`src/rtl/mem_access_unit_if.sv`:
```
// rtl/mem_access_unit_if.sv - request, memory and response signals of the memory access unit
//
// Purpose: groups the AG-side request handshake, the word-organised memory
// port and the completion response into one bundle.
// Modports:
//   master - the access unit itself (drives in_ready, mem_*, resp_*)
//   slave  - the environment: AG stage plus data memory (drives in_*, mem_ack, mem_rdata)
interface mem_access_unit_if;
  logic        in_valid;
  logic        in_ready;
  logic [31:0] in_addr;
  logic [1:0]  in_size;
  logic        in_we;
  logic [31:0] in_wdata;
  logic        mem_req;
  logic [31:0] mem_addr;
  logic        mem_we;
  logic [3:0]  mem_be;
  logic [31:0] mem_wdata;
  logic        mem_ack;
  logic [31:0] mem_rdata;
  logic        resp_valid;
  logic [31:0] resp_data;

  modport master (
    input  in_valid, in_addr, in_size, in_we, in_wdata, mem_ack, mem_rdata,
    output in_ready, mem_req, mem_addr, mem_we, mem_be, mem_wdata, resp_valid, resp_data
  );

  modport slave (
    output in_valid, in_addr, in_size, in_we, in_wdata, mem_ack, mem_rdata,
    input  in_ready, mem_req, mem_addr, mem_we, mem_be, mem_wdata, resp_valid, resp_data
  );
endinterface

```
`src/rtl/mem_access_unit.sv`:
```
// rtl/mem_access_unit.sv - load/store sequencer splitting unaligned accesses into word transactions
//
// Purpose: accepts one byte-addressed load/store at a time and performs it as
// one or two 32-bit word transactions, merging split load data into a
// right-justified, zero-extended result.
// Ports:
//   clk - clock, rising edge
//   rst - asynchronous active-high reset
//   bus - mem_access_unit_if.master: in_* request handshake, mem_* word
//         port, resp_valid/resp_data one-cycle completion
module mem_access_unit (
  input  logic                 clk,
  input  logic                 rst,
  mem_access_unit_if.master    bus
);

  typedef enum logic [1:0] {IDLE, ACC1, ACC2, RESP} state_t;

  function automatic logic [2:0] size_bytes(input logic [1:0] s);
    case (s)
      2'd0:    size_bytes = 3'd1;
      2'd1:    size_bytes = 3'd2;
      default: size_bytes = 3'd4;
    endcase
  endfunction

  function automatic logic [3:0] lane_mask(input logic [2:0] nb);
    case (nb)
      3'd1:    lane_mask = 4'b0001;
      3'd2:    lane_mask = 4'b0011;
      default: lane_mask = 4'b1111;
    endcase
  endfunction

  state_t      state_q;
  logic        in_ready_q;
  logic        mem_req_q;
  logic [31:0] mem_addr_q;
  logic        mem_we_q;
  logic [3:0]  mem_be_q;
  logic [31:0] mem_wdata_q;
  logic        resp_valid_q;
  logic [31:0] resp_data_q;

  logic [29:0] word_q;    // word index of the first transaction
  logic [1:0]  off_q;
  logic [2:0]  nb_q;
  logic        split_q;
  logic        we_q;
  logic [3:0]  be2_q;     // second-transaction lanes, precomputed at accept
  logic [31:0] wd2_q;
  logic [31:0] merged_q;

  // Request-side decode. Shifting into a double-width vector yields both
  // transactions at once: the low half is word 1, the spill-over is word 2.
  logic [1:0]  in_off;
  logic [2:0]  in_nb;
  logic [7:0]  in_be_wide;
  logic [63:0] in_wd_wide;
  logic        in_split;

  // Load merge path
  logic [31:0] data_mask;
  logic [31:0] part1_d;
  logic [31:0] part2_d;
  logic [31:0] merged2_d;

  always_comb begin
    in_off     = bus.in_addr[1:0];
    in_nb      = size_bytes(bus.in_size);
    in_be_wide = {4'b0000, lane_mask(in_nb)} << in_off;
    in_wd_wide = {32'd0, bus.in_wdata} << {in_off, 3'b000};
    in_split   = ({1'b0, in_nb} + {2'b00, in_off}) > 4'd4;

    case (nb_q)
      3'd1:    data_mask = 32'h0000_00FF;
      3'd2:    data_mask = 32'h0000_FFFF;
      default: data_mask = 32'hFFFF_FFFF;
    endcase
    part1_d   = bus.mem_rdata >> {off_q, 3'b000};
    // off_q is never 0 on a split, so the shift is 8..24
    part2_d   = bus.mem_rdata << (6'd32 - {1'b0, off_q, 3'b000});
    merged2_d = merged_q | part2_d;
  end

  always_ff @(posedge clk or posedge rst) begin
    if (rst) begin
      state_q      <= IDLE;
      in_ready_q   <= 1'b1;
      mem_req_q    <= 1'b0;
      mem_addr_q   <= 32'd0;
      mem_we_q     <= 1'b0;
      mem_be_q     <= 4'd0;
      mem_wdata_q  <= 32'd0;
      resp_valid_q <= 1'b0;
      resp_data_q  <= 32'd0;
      word_q       <= 30'd0;
      off_q        <= 2'd0;
      nb_q         <= 3'd0;
      split_q      <= 1'b0;
      we_q         <= 1'b0;
      be2_q        <= 4'd0;
      wd2_q        <= 32'd0;
      merged_q     <= 32'd0;
    end else begin
      case (state_q)
        IDLE: begin
          if (bus.in_valid) begin
            word_q      <= bus.in_addr[31:2];
            off_q       <= in_off;
            nb_q        <= in_nb;
            split_q     <= in_split;
            we_q        <= bus.in_we;
            be2_q       <= in_be_wide[7:4];
            wd2_q       <= in_wd_wide[63:32];
            merged_q    <= 32'd0;
            in_ready_q  <= 1'b0;
            mem_req_q   <= 1'b1;
            mem_addr_q  <= {bus.in_addr[31:2], 2'b00};
            mem_we_q    <= bus.in_we;
            mem_be_q    <= in_be_wide[3:0];
            mem_wdata_q <= in_wd_wide[31:0];
            state_q     <= ACC1;
          end
        end
        ACC1: begin
          if (bus.mem_ack) begin
            merged_q <= we_q ? 32'd0 : part1_d;
            if (split_q) begin
              mem_addr_q  <= {word_q + 30'd1, 2'b00};  // wraps modulo 2^30 words
              mem_be_q    <= be2_q;
              mem_wdata_q <= wd2_q;
              state_q     <= ACC2;
            end else begin
              mem_req_q    <= 1'b0;
              mem_be_q     <= 4'd0;
              mem_wdata_q  <= 32'd0;
              resp_valid_q <= 1'b1;
              resp_data_q  <= we_q ? 32'd0 : (part1_d & data_mask);
              state_q      <= RESP;
            end
          end
        end
        ACC2: begin
          if (bus.mem_ack) begin
            merged_q     <= we_q ? 32'd0 : merged2_d;
            mem_req_q    <= 1'b0;
            mem_be_q     <= 4'd0;
            mem_wdata_q  <= 32'd0;
            resp_valid_q <= 1'b1;
            resp_data_q  <= we_q ? 32'd0 : (merged2_d & data_mask);
            state_q      <= RESP;
          end
        end
        default: begin
          resp_valid_q <= 1'b0;
          resp_data_q  <= 32'd0;
          in_ready_q   <= 1'b1;
          state_q      <= IDLE;
        end
      endcase
    end
  end

  assign bus.in_ready   = in_ready_q;
  assign bus.mem_req    = mem_req_q;
  assign bus.mem_addr   = mem_addr_q;
  assign bus.mem_we     = mem_we_q;
  assign bus.mem_be     = mem_be_q;
  assign bus.mem_wdata  = mem_wdata_q;
  assign bus.resp_valid = resp_valid_q;
  assign bus.resp_data  = resp_data_q;

endmodule

```
`src/flat_wrapper.sv`:
```
// flat-port wrapper written by rule: the top's interface ports become plain ports
module mem_access_unit_flat 
  (clk, rst, bus_in_valid, bus_in_addr, bus_in_size, bus_in_we, bus_in_wdata, bus_mem_ack, bus_mem_rdata, bus_in_ready, bus_mem_req, bus_mem_addr, bus_mem_we, bus_mem_be, bus_mem_wdata, bus_resp_valid, bus_resp_data);
  mem_access_unit_if bus_i ();
  input  logic clk;
  input  logic rst;
  input wire logic [$bits(bus_i.in_valid)-1:0] bus_in_valid;
  input wire logic [$bits(bus_i.in_addr)-1:0] bus_in_addr;
  input wire logic [$bits(bus_i.in_size)-1:0] bus_in_size;
  input wire logic [$bits(bus_i.in_we)-1:0] bus_in_we;
  input wire logic [$bits(bus_i.in_wdata)-1:0] bus_in_wdata;
  input wire logic [$bits(bus_i.mem_ack)-1:0] bus_mem_ack;
  input wire logic [$bits(bus_i.mem_rdata)-1:0] bus_mem_rdata;
  output wire logic [$bits(bus_i.in_ready)-1:0] bus_in_ready;
  output wire logic [$bits(bus_i.mem_req)-1:0] bus_mem_req;
  output wire logic [$bits(bus_i.mem_addr)-1:0] bus_mem_addr;
  output wire logic [$bits(bus_i.mem_we)-1:0] bus_mem_we;
  output wire logic [$bits(bus_i.mem_be)-1:0] bus_mem_be;
  output wire logic [$bits(bus_i.mem_wdata)-1:0] bus_mem_wdata;
  output wire logic [$bits(bus_i.resp_valid)-1:0] bus_resp_valid;
  output wire logic [$bits(bus_i.resp_data)-1:0] bus_resp_data;
  assign bus_i.in_valid = bus_in_valid;
  assign bus_i.in_addr = bus_in_addr;
  assign bus_i.in_size = bus_in_size;
  assign bus_i.in_we = bus_in_we;
  assign bus_i.in_wdata = bus_in_wdata;
  assign bus_i.mem_ack = bus_mem_ack;
  assign bus_i.mem_rdata = bus_mem_rdata;
  assign bus_in_ready = bus_i.in_ready;
  assign bus_mem_req = bus_i.mem_req;
  assign bus_mem_addr = bus_i.mem_addr;
  assign bus_mem_we = bus_i.mem_we;
  assign bus_mem_be = bus_i.mem_be;
  assign bus_mem_wdata = bus_i.mem_wdata;
  assign bus_resp_valid = bus_i.resp_valid;
  assign bus_resp_data = bus_i.resp_data;
  mem_access_unit u_core (.clk(clk), .rst(rst), .bus(bus_i));
endmodule
```
`config.mk`:
```
export PLATFORM = sky130hd
export DESIGN_NAME = mem_access_unit_flat
export DESIGN_NICKNAME = d
export VERILOG_FILES = /design/src/rtl/mem_access_unit_if.sv /design/src/rtl/mem_access_unit.sv /design/src/flat_wrapper.sv
export SDC_FILE = /design/constraint.sdc
export NUM_CORES = 1
export LEC_CHECK = 0
export CORE_MARGIN = 4
export CORE_UTILIZATION = 52
export CTS_CLUSTER_SIZE = 10
export DETAILED_ROUTE_END_ITERATION = 16
export GPL_ROUTABILITY_DRIVEN = 0
export PLACE_DENSITY_LB_ADDON = 0.2
export SLEW_MARGIN = 20
export SYNTH_ARGS = -nofsm -noshare
export SYNTH_HDL_FRONTEND = slang
export SYNTH_SLANG_ARGS = --single-unit
export TNS_END_PERCENT = 50
```
`constraint.sdc`:
```
create_clock -name clk -period 9.2 [get_ports clk]
set_clock_uncertainty 0.1 [all_clocks]
set_input_delay 1.84 -clock clk [delete_from_list [all_inputs] [get_ports clk]]
set_output_delay 1.84 -clock clk [all_outputs]
set_load 0.02 [all_outputs]
```
**Word level (Yosys, flattened, before mapping)**

Cells that the tools add are included.

- Input bits: 103
- Register bits after elaboration: 210
- Logic and storage cells: 98
- Output and inout bits: 104

- Multiplexer cells: 45
- Add/subtract/negate cells: 3
- Reduce and logical (&&, ||, !) cells: 12
- Equality and inequality tests: 12
- Magnitude comparators: 1
- Bitwise operators: 5
- Shifts and indexed selects: 4

Operators by type and width:

| operator | count |
|---|---|
| $mux 32 | 17 |
| $pmux 32 s3 | 3 |
| $pmux 32 s2 | 2 |
| $and 32x32->32 | 2 |
| $shl 32x5->64 | 1 |
| $or 32x32->32 | 1 |
| $shl 32x6->32 | 1 |
| $shr 32x5->32 | 1 |
| $add 30x1->30 const B | 1 |
| $mux 4 | 4 |
| $pmux 4 s3 | 1 |
| $reduce_and 4->1 | 3 |
| $mux 1 | 9 |
| $ne 2x2->1 const B | 4 |
| $pmux 4 s2 | 1 |
| $shl 4x2->8 | 1 |
| $eq 3x1->1 const B | 2 |
| $eq 3x2->1 const B | 2 |
| $mux 2 | 3 |
| $pmux 1 s3 | 2 |
| $pmux 2 s3 | 1 |
| $pmux 3 s2 | 1 |
| $sub 6x5->6 const A | 1 |
| $reduce_and 5->1 | 1 |
| other kinds (13) | 17 |

**Depth between registers and ports, before layout**

- Word-level depth: 7
- Mapped depth: 11
- Mapped depth without buffers: 8

**Worst setup path after synthesis**

No wires, ideal clock.

- Path type: input-to-reg
- From: in bus_in_size[0]
- To: reg u_core.split_q
- Path slack: 5.705 ns
- Data required time: 8.968 ns
- Path buffers: 0
- Library setup time: 0.132 ns
- Cell stages on the path: 8
- Arrival time: 3.263 ns
- Path through: or2_2 inv_1 ha_1 fa_1 nor2b_1 o21ai_0 a211oi_1 a21oi_1

- Word-level cells in the longest chain between the ends: 4
- Elaborated cells between the ends (all ways): 5
- Those cells by class: 1 x add/sub; 1 x order compare; 1 x eq/ne; 1 x mux; 1 x reduce/logical

Ends and longest elaborated chain:

| element | RTL line | RTL |
|---|---|---|
| start: declaration | flat_wrapper.sv:9 | `input wire logic [$bits(bus_i.in_size)-1:0] bus_in_size;` |
| $eq 2x1->1 or $logic_not 2->1 (tied branches) | mem_access_unit.sv:20 | `case (s)` |
| $pmux 3 s2 * | mem_access_unit.sv:20 |  |
| net u_core.in_nb[0] | mem_access_unit.sv:57 | `logic [2:0] in_nb;` |
| $add 3x2->4 * | mem_access_unit.sv:73 | `in_split = ({1'b0, in_nb} + {2'b00, in_off}) > 4'd4;` |
| $gt 4x3->1 * | mem_access_unit.sv:73 |  |
| end signal: assignment | mem_access_unit.sv:112 | `split_q <= in_split;` |
| end: declaration | mem_access_unit.sv:48 | `logic split_q;` |

The timed path passes the listed nets; every way through them passes the cells marked *.
A chain may end at the register's enable or synchronous reset.

**Worst setup path after layout**

- From: in bus_in_valid
- To: reg u_core.merged_q[0]

- Word-level cells in the longest chain between the ends: 2

Ends and longest elaborated chain:

| element | RTL line | RTL |
|---|---|---|
| start: declaration | flat_wrapper.sv:7 | `input wire logic [$bits(bus_i.in_valid)-1:0] bus_in_valid;` |
| $ne 2x2->1 (no source line) | -- |  |
| $reduce_and 4->1 (no source line) | -- |  |
| end signal: assignment | mem_access_unit.sv:128 | `merged_q <= we_q ? 32'd0 : part1_d;` |
| end signal: assignment | mem_access_unit.sv:146 | `merged_q <= we_q ? 32'd0 : merged2_d;` |
| end: declaration | mem_access_unit.sv:52 | `logic [31:0] merged_q;` |

Every way passes these cells.

==> metrics <==
CTS buffer count 17; f_max 233.1 MHz; Starting Density 53.21%; I/O pins 207; Overflow after GRT 0; layout cells sized above 1 8.150%; mapped cell area 0.01039 sq mm; CTS max path bufs 2; peak per-stage delay on the critical path 0.74 ns; drt wl/cell 19.50 um; YS warnings 0; vias in the first global route 8,437; core area 0.01953 sq mm; final setup vio count 0; Clk pwr share 16.1%; first-pass GRT wire length 45,930 um; Die ar. 0.02231 sq mm; post-cts resize count 0; final worst path period share 46.64%; H-tree Lvls 4; ANT nets after route 0; Comb power frac 50.4%; critical-path cell with the highest stage delay nor2_2; Worst setup EP type flop; crit path kind primary input to flop; Remaining DRCs 0; number of DRC markers in iteration 0 644; crit path max fanout 98; total power 0.004615 W; Tmin final 4.291 ns; Post-synth EDFFs 0; internal power 0.002624 W; area grow syn2layout 25.91%; Post CTS Setup Buffer Count 0; area occupied by multi-input gates 0.005020 sq mm; sequential share of the synthesized area 47.94%; Root Buffer clkbuf_16; Via Count 8,766; Nets 1,329; Top FF cell, synth dfrtp_1; vias per inst 5.875; Max Cap Violations 0; Final Hold Viols 0; Final Max Tran Viols 0; Pre-antenna DRT Iters 8; Pwr Density 352.8 mW/mm^2; synthesized area per cell 9.848 sq um; critical path's top delay family simple AND/OR/NAND/NOR gates; cells after synthesis 1,055; CTS Hold Bufs 0; clock sinks 199; fraction of registers with async set/reset 100.0%; peak supply drop 0.0002380 V; gr usage total 25.94%; Net Sw Frac 43.13%; TNS Setup 0 ns; WP buf/inv 2; FF+latch area 0.004981 sq mm; part of the power in registers 33.4%; Fin Hold WS 0.3761 ns; P_sw 0.001991 W; worst relative slew slack 28.16%; CP Cell Sequence clkdlybuf4s50_1 -> nand2b_1 -> o21ai_1 -> or2_2 -> buf_4 -> nor2_2 -> a22o_1; Cell variety after synth 56; outcome completed; crit path DAT 4.55 ns; port bufs 204; Die X 149.4 um; Rows 51; Worst EP required 9.46 ns; CTS tree yes; largest net degree at the start of global routing 142; startpoint types primary input; worst hold path class flop to flop; initial antenna violation count 0; dpl hpwl 19,640 um; post-synthesis register bit count 199; RSZ-0062 raised after global routing false; Clk Latency, worst-skew pair 0.43 ns; P_leak 5.642 nW; antenna fix cells 0; drt total wl 29,090 um; clk slew on worst S/H paths 0.07 ns; Fillers 1,614; Die Height 149.4 um; worst-margin pin slew 1.078 ns
worst paths after layout:
kind	depth (start not counted)	slack, ns	end	start
min in group asynchronous	2	1.92	u_core.bus.mem_be[2]	rst
setup reg to reg	7	5.48	u_core.bus.resp_data[25]	u_core.off_q[1]
max in group asynchronous	3	5.78	u_core.bus.mem_addr[21]	rst
setup / recovery	7	4.91	u_core.merged_q[0]	bus_in_valid
hold / removal	2	0.38	u_core.bus.resp_data[28]	u_core.bus.resp_data[28]
hold reg to reg	2	0.38	u_core.bus.resp_data[28]	u_core.bus.resp_data[28]
power groups by stage:
| stage | clock (W) | sequential, W | combinational [W] |
|---|---|---|---|
| global placement | 0 | 0.00154 | 0.00226 |
| finish | 0.000745 | 0.00154 | 0.00233 |
| global route | 0.000788 | 0.00159 | 0.00253 |
| detailed placement | 0 | 0.00155 | 0.00231 |
| CTS | 0.000753 | 0.00154 | 0.00233 |
| floorplan | 0 | 0.00169 | 0.00136 |
flip-flops by register name, indices dropped and copies added (netlist names):
name,cells
u_core.wd2_q,24
u_core.word_q,30
u_core.bus.mem_wdata,32
u_core.state_q,2
u_core.bus.mem_be,4
u_core.off_q,2
u_core.bus.in_ready,1
u_core.bus.mem_req,1
u_core.split_q,1
u_core.be2_q,3
u_core.we_q,1
u_core.bus.mem_addr,30
u_core.bus.resp_valid,1
u_core.bus.resp_data,32
u_core.merged_q,32
u_core.nb_q,3
cell families (layout without fill, tap and decap cells):
logic type,count (synthesis),after routing,synth area share [%]
flops,199,199,47.94
compound gates,317,317,19.70
other cells,1,2,0.03609
simple gates,300,300,13.52
fa+ha+maj,12,12,1.517
xor+xnor,28,28,2.360
buf+inv,89,260,3.914
mux,109,109,11.01
layout by cell type (no fill, tap or decap), types with 10 or more instances in the layout:
| master | n |
|---|---|
| clkdlybuf4s50_1 | 203 |
| dfrtp_1 | 198 |
| nand2_1 | 136 |
| o21ai_0 | 118 |
| mux2i_1 | 67 |
| nor2_1 | 61 |
| a21oi_1 | 58 |
| mux2_2 | 42 |
| a22o_1 | 40 |
| nor3b_1 | 24 |
| nand3_1 | 20 |
| clkbuf_16 | 17 |
| a21o_1 | 16 |
| a22oi_1 | 16 |
| xor2_1 | 15 |
| xnor2_1 | 13 |
| nor2b_1 | 13 |
| inv_1 | 11 |
| o31ai_1 | 10 |
| ha_1 | 10 |
| buf_4 | 10 |
routing by layer:
layer  routed length [um]  GRT usage, %  part of all wire [%]  up-vias
met3                 1869         4.619                   6.4       40
met5                    0             0                     0        -
met4                  575         8.146                   2.0        0
li1                     -             -                     -     4108
met2                13660         40.70                    47      323
met1                12990         36.96                    45     4295
worst min-delay path, delay by kind of cell, from the launching register on:
family	cells	cell delay, ns
AOI/OAI and AO/OA	1	0.06
DFF	1	0.34
and+or+nand+nor	1	0.04
synthesized netlist by cell type (8+ instances only):
cell type / n / area share [%]
inv_1: 12 / 0.43
o21bai_1: 8 / 0.58
nor2_1: 61 / 2.2
a221oi_1: 8 / 0.67
nor2b_1: 13 / 0.78
clkbuf_1: 43 / 1.6
nor3b_1: 24 / 1.7
mux2i_1: 67 / 6.5
xor2_1: 15 / 1.3
a21o_1: 16 / 1.2
a22o_1: 40 / 3.4
buf_2: 17 / 0.82
nor3_1: 8 / 0.39
ha_1: 11 / 1.3
nand3_1: 20 / 0.96
o31ai_1: 10 / 0.72
a2bb2oi_1: 8 / 0.67
mux2_2: 42 / 4.6
a21oi_1: 58 / 2.8
buf_1: 8 / 0.29
xnor2_1: 13 / 1.1
dfrtp_1: 198 / 48
o21ai_0: 118 / 5.7
o221ai_1: 8 / 0.67
nand2_1: 137 / 4.9
a22oi_1: 16 / 1.2
stage by stage:
stage                     std cells  utilization [%]  cell area (sq um)  worst slack, ns
after floorplan                1056                -              10390            1.836
after global placement         1460            64.03              12500            4.608
after detailed placement       1460            64.03              12500            4.500
after CTS                      1492            66.99              13080            4.942
after global routing           1492            67.00              13080            4.781
final                          1492            67.00              13080            4.909
area by class of cell:
class | count | area share, %
Tap cell | 265 | 2.534
Inverter | 14 | 0.4591
Timing Repair Buffer | 214 | 16.14
Clock inverter | 14 | 1.138
Multi-Input combinational cell | 768 | 38.37
Clock buffer | 18 | 3.280
Sequential cell | 199 | 38.07
(Power assumes the default switching activity.)
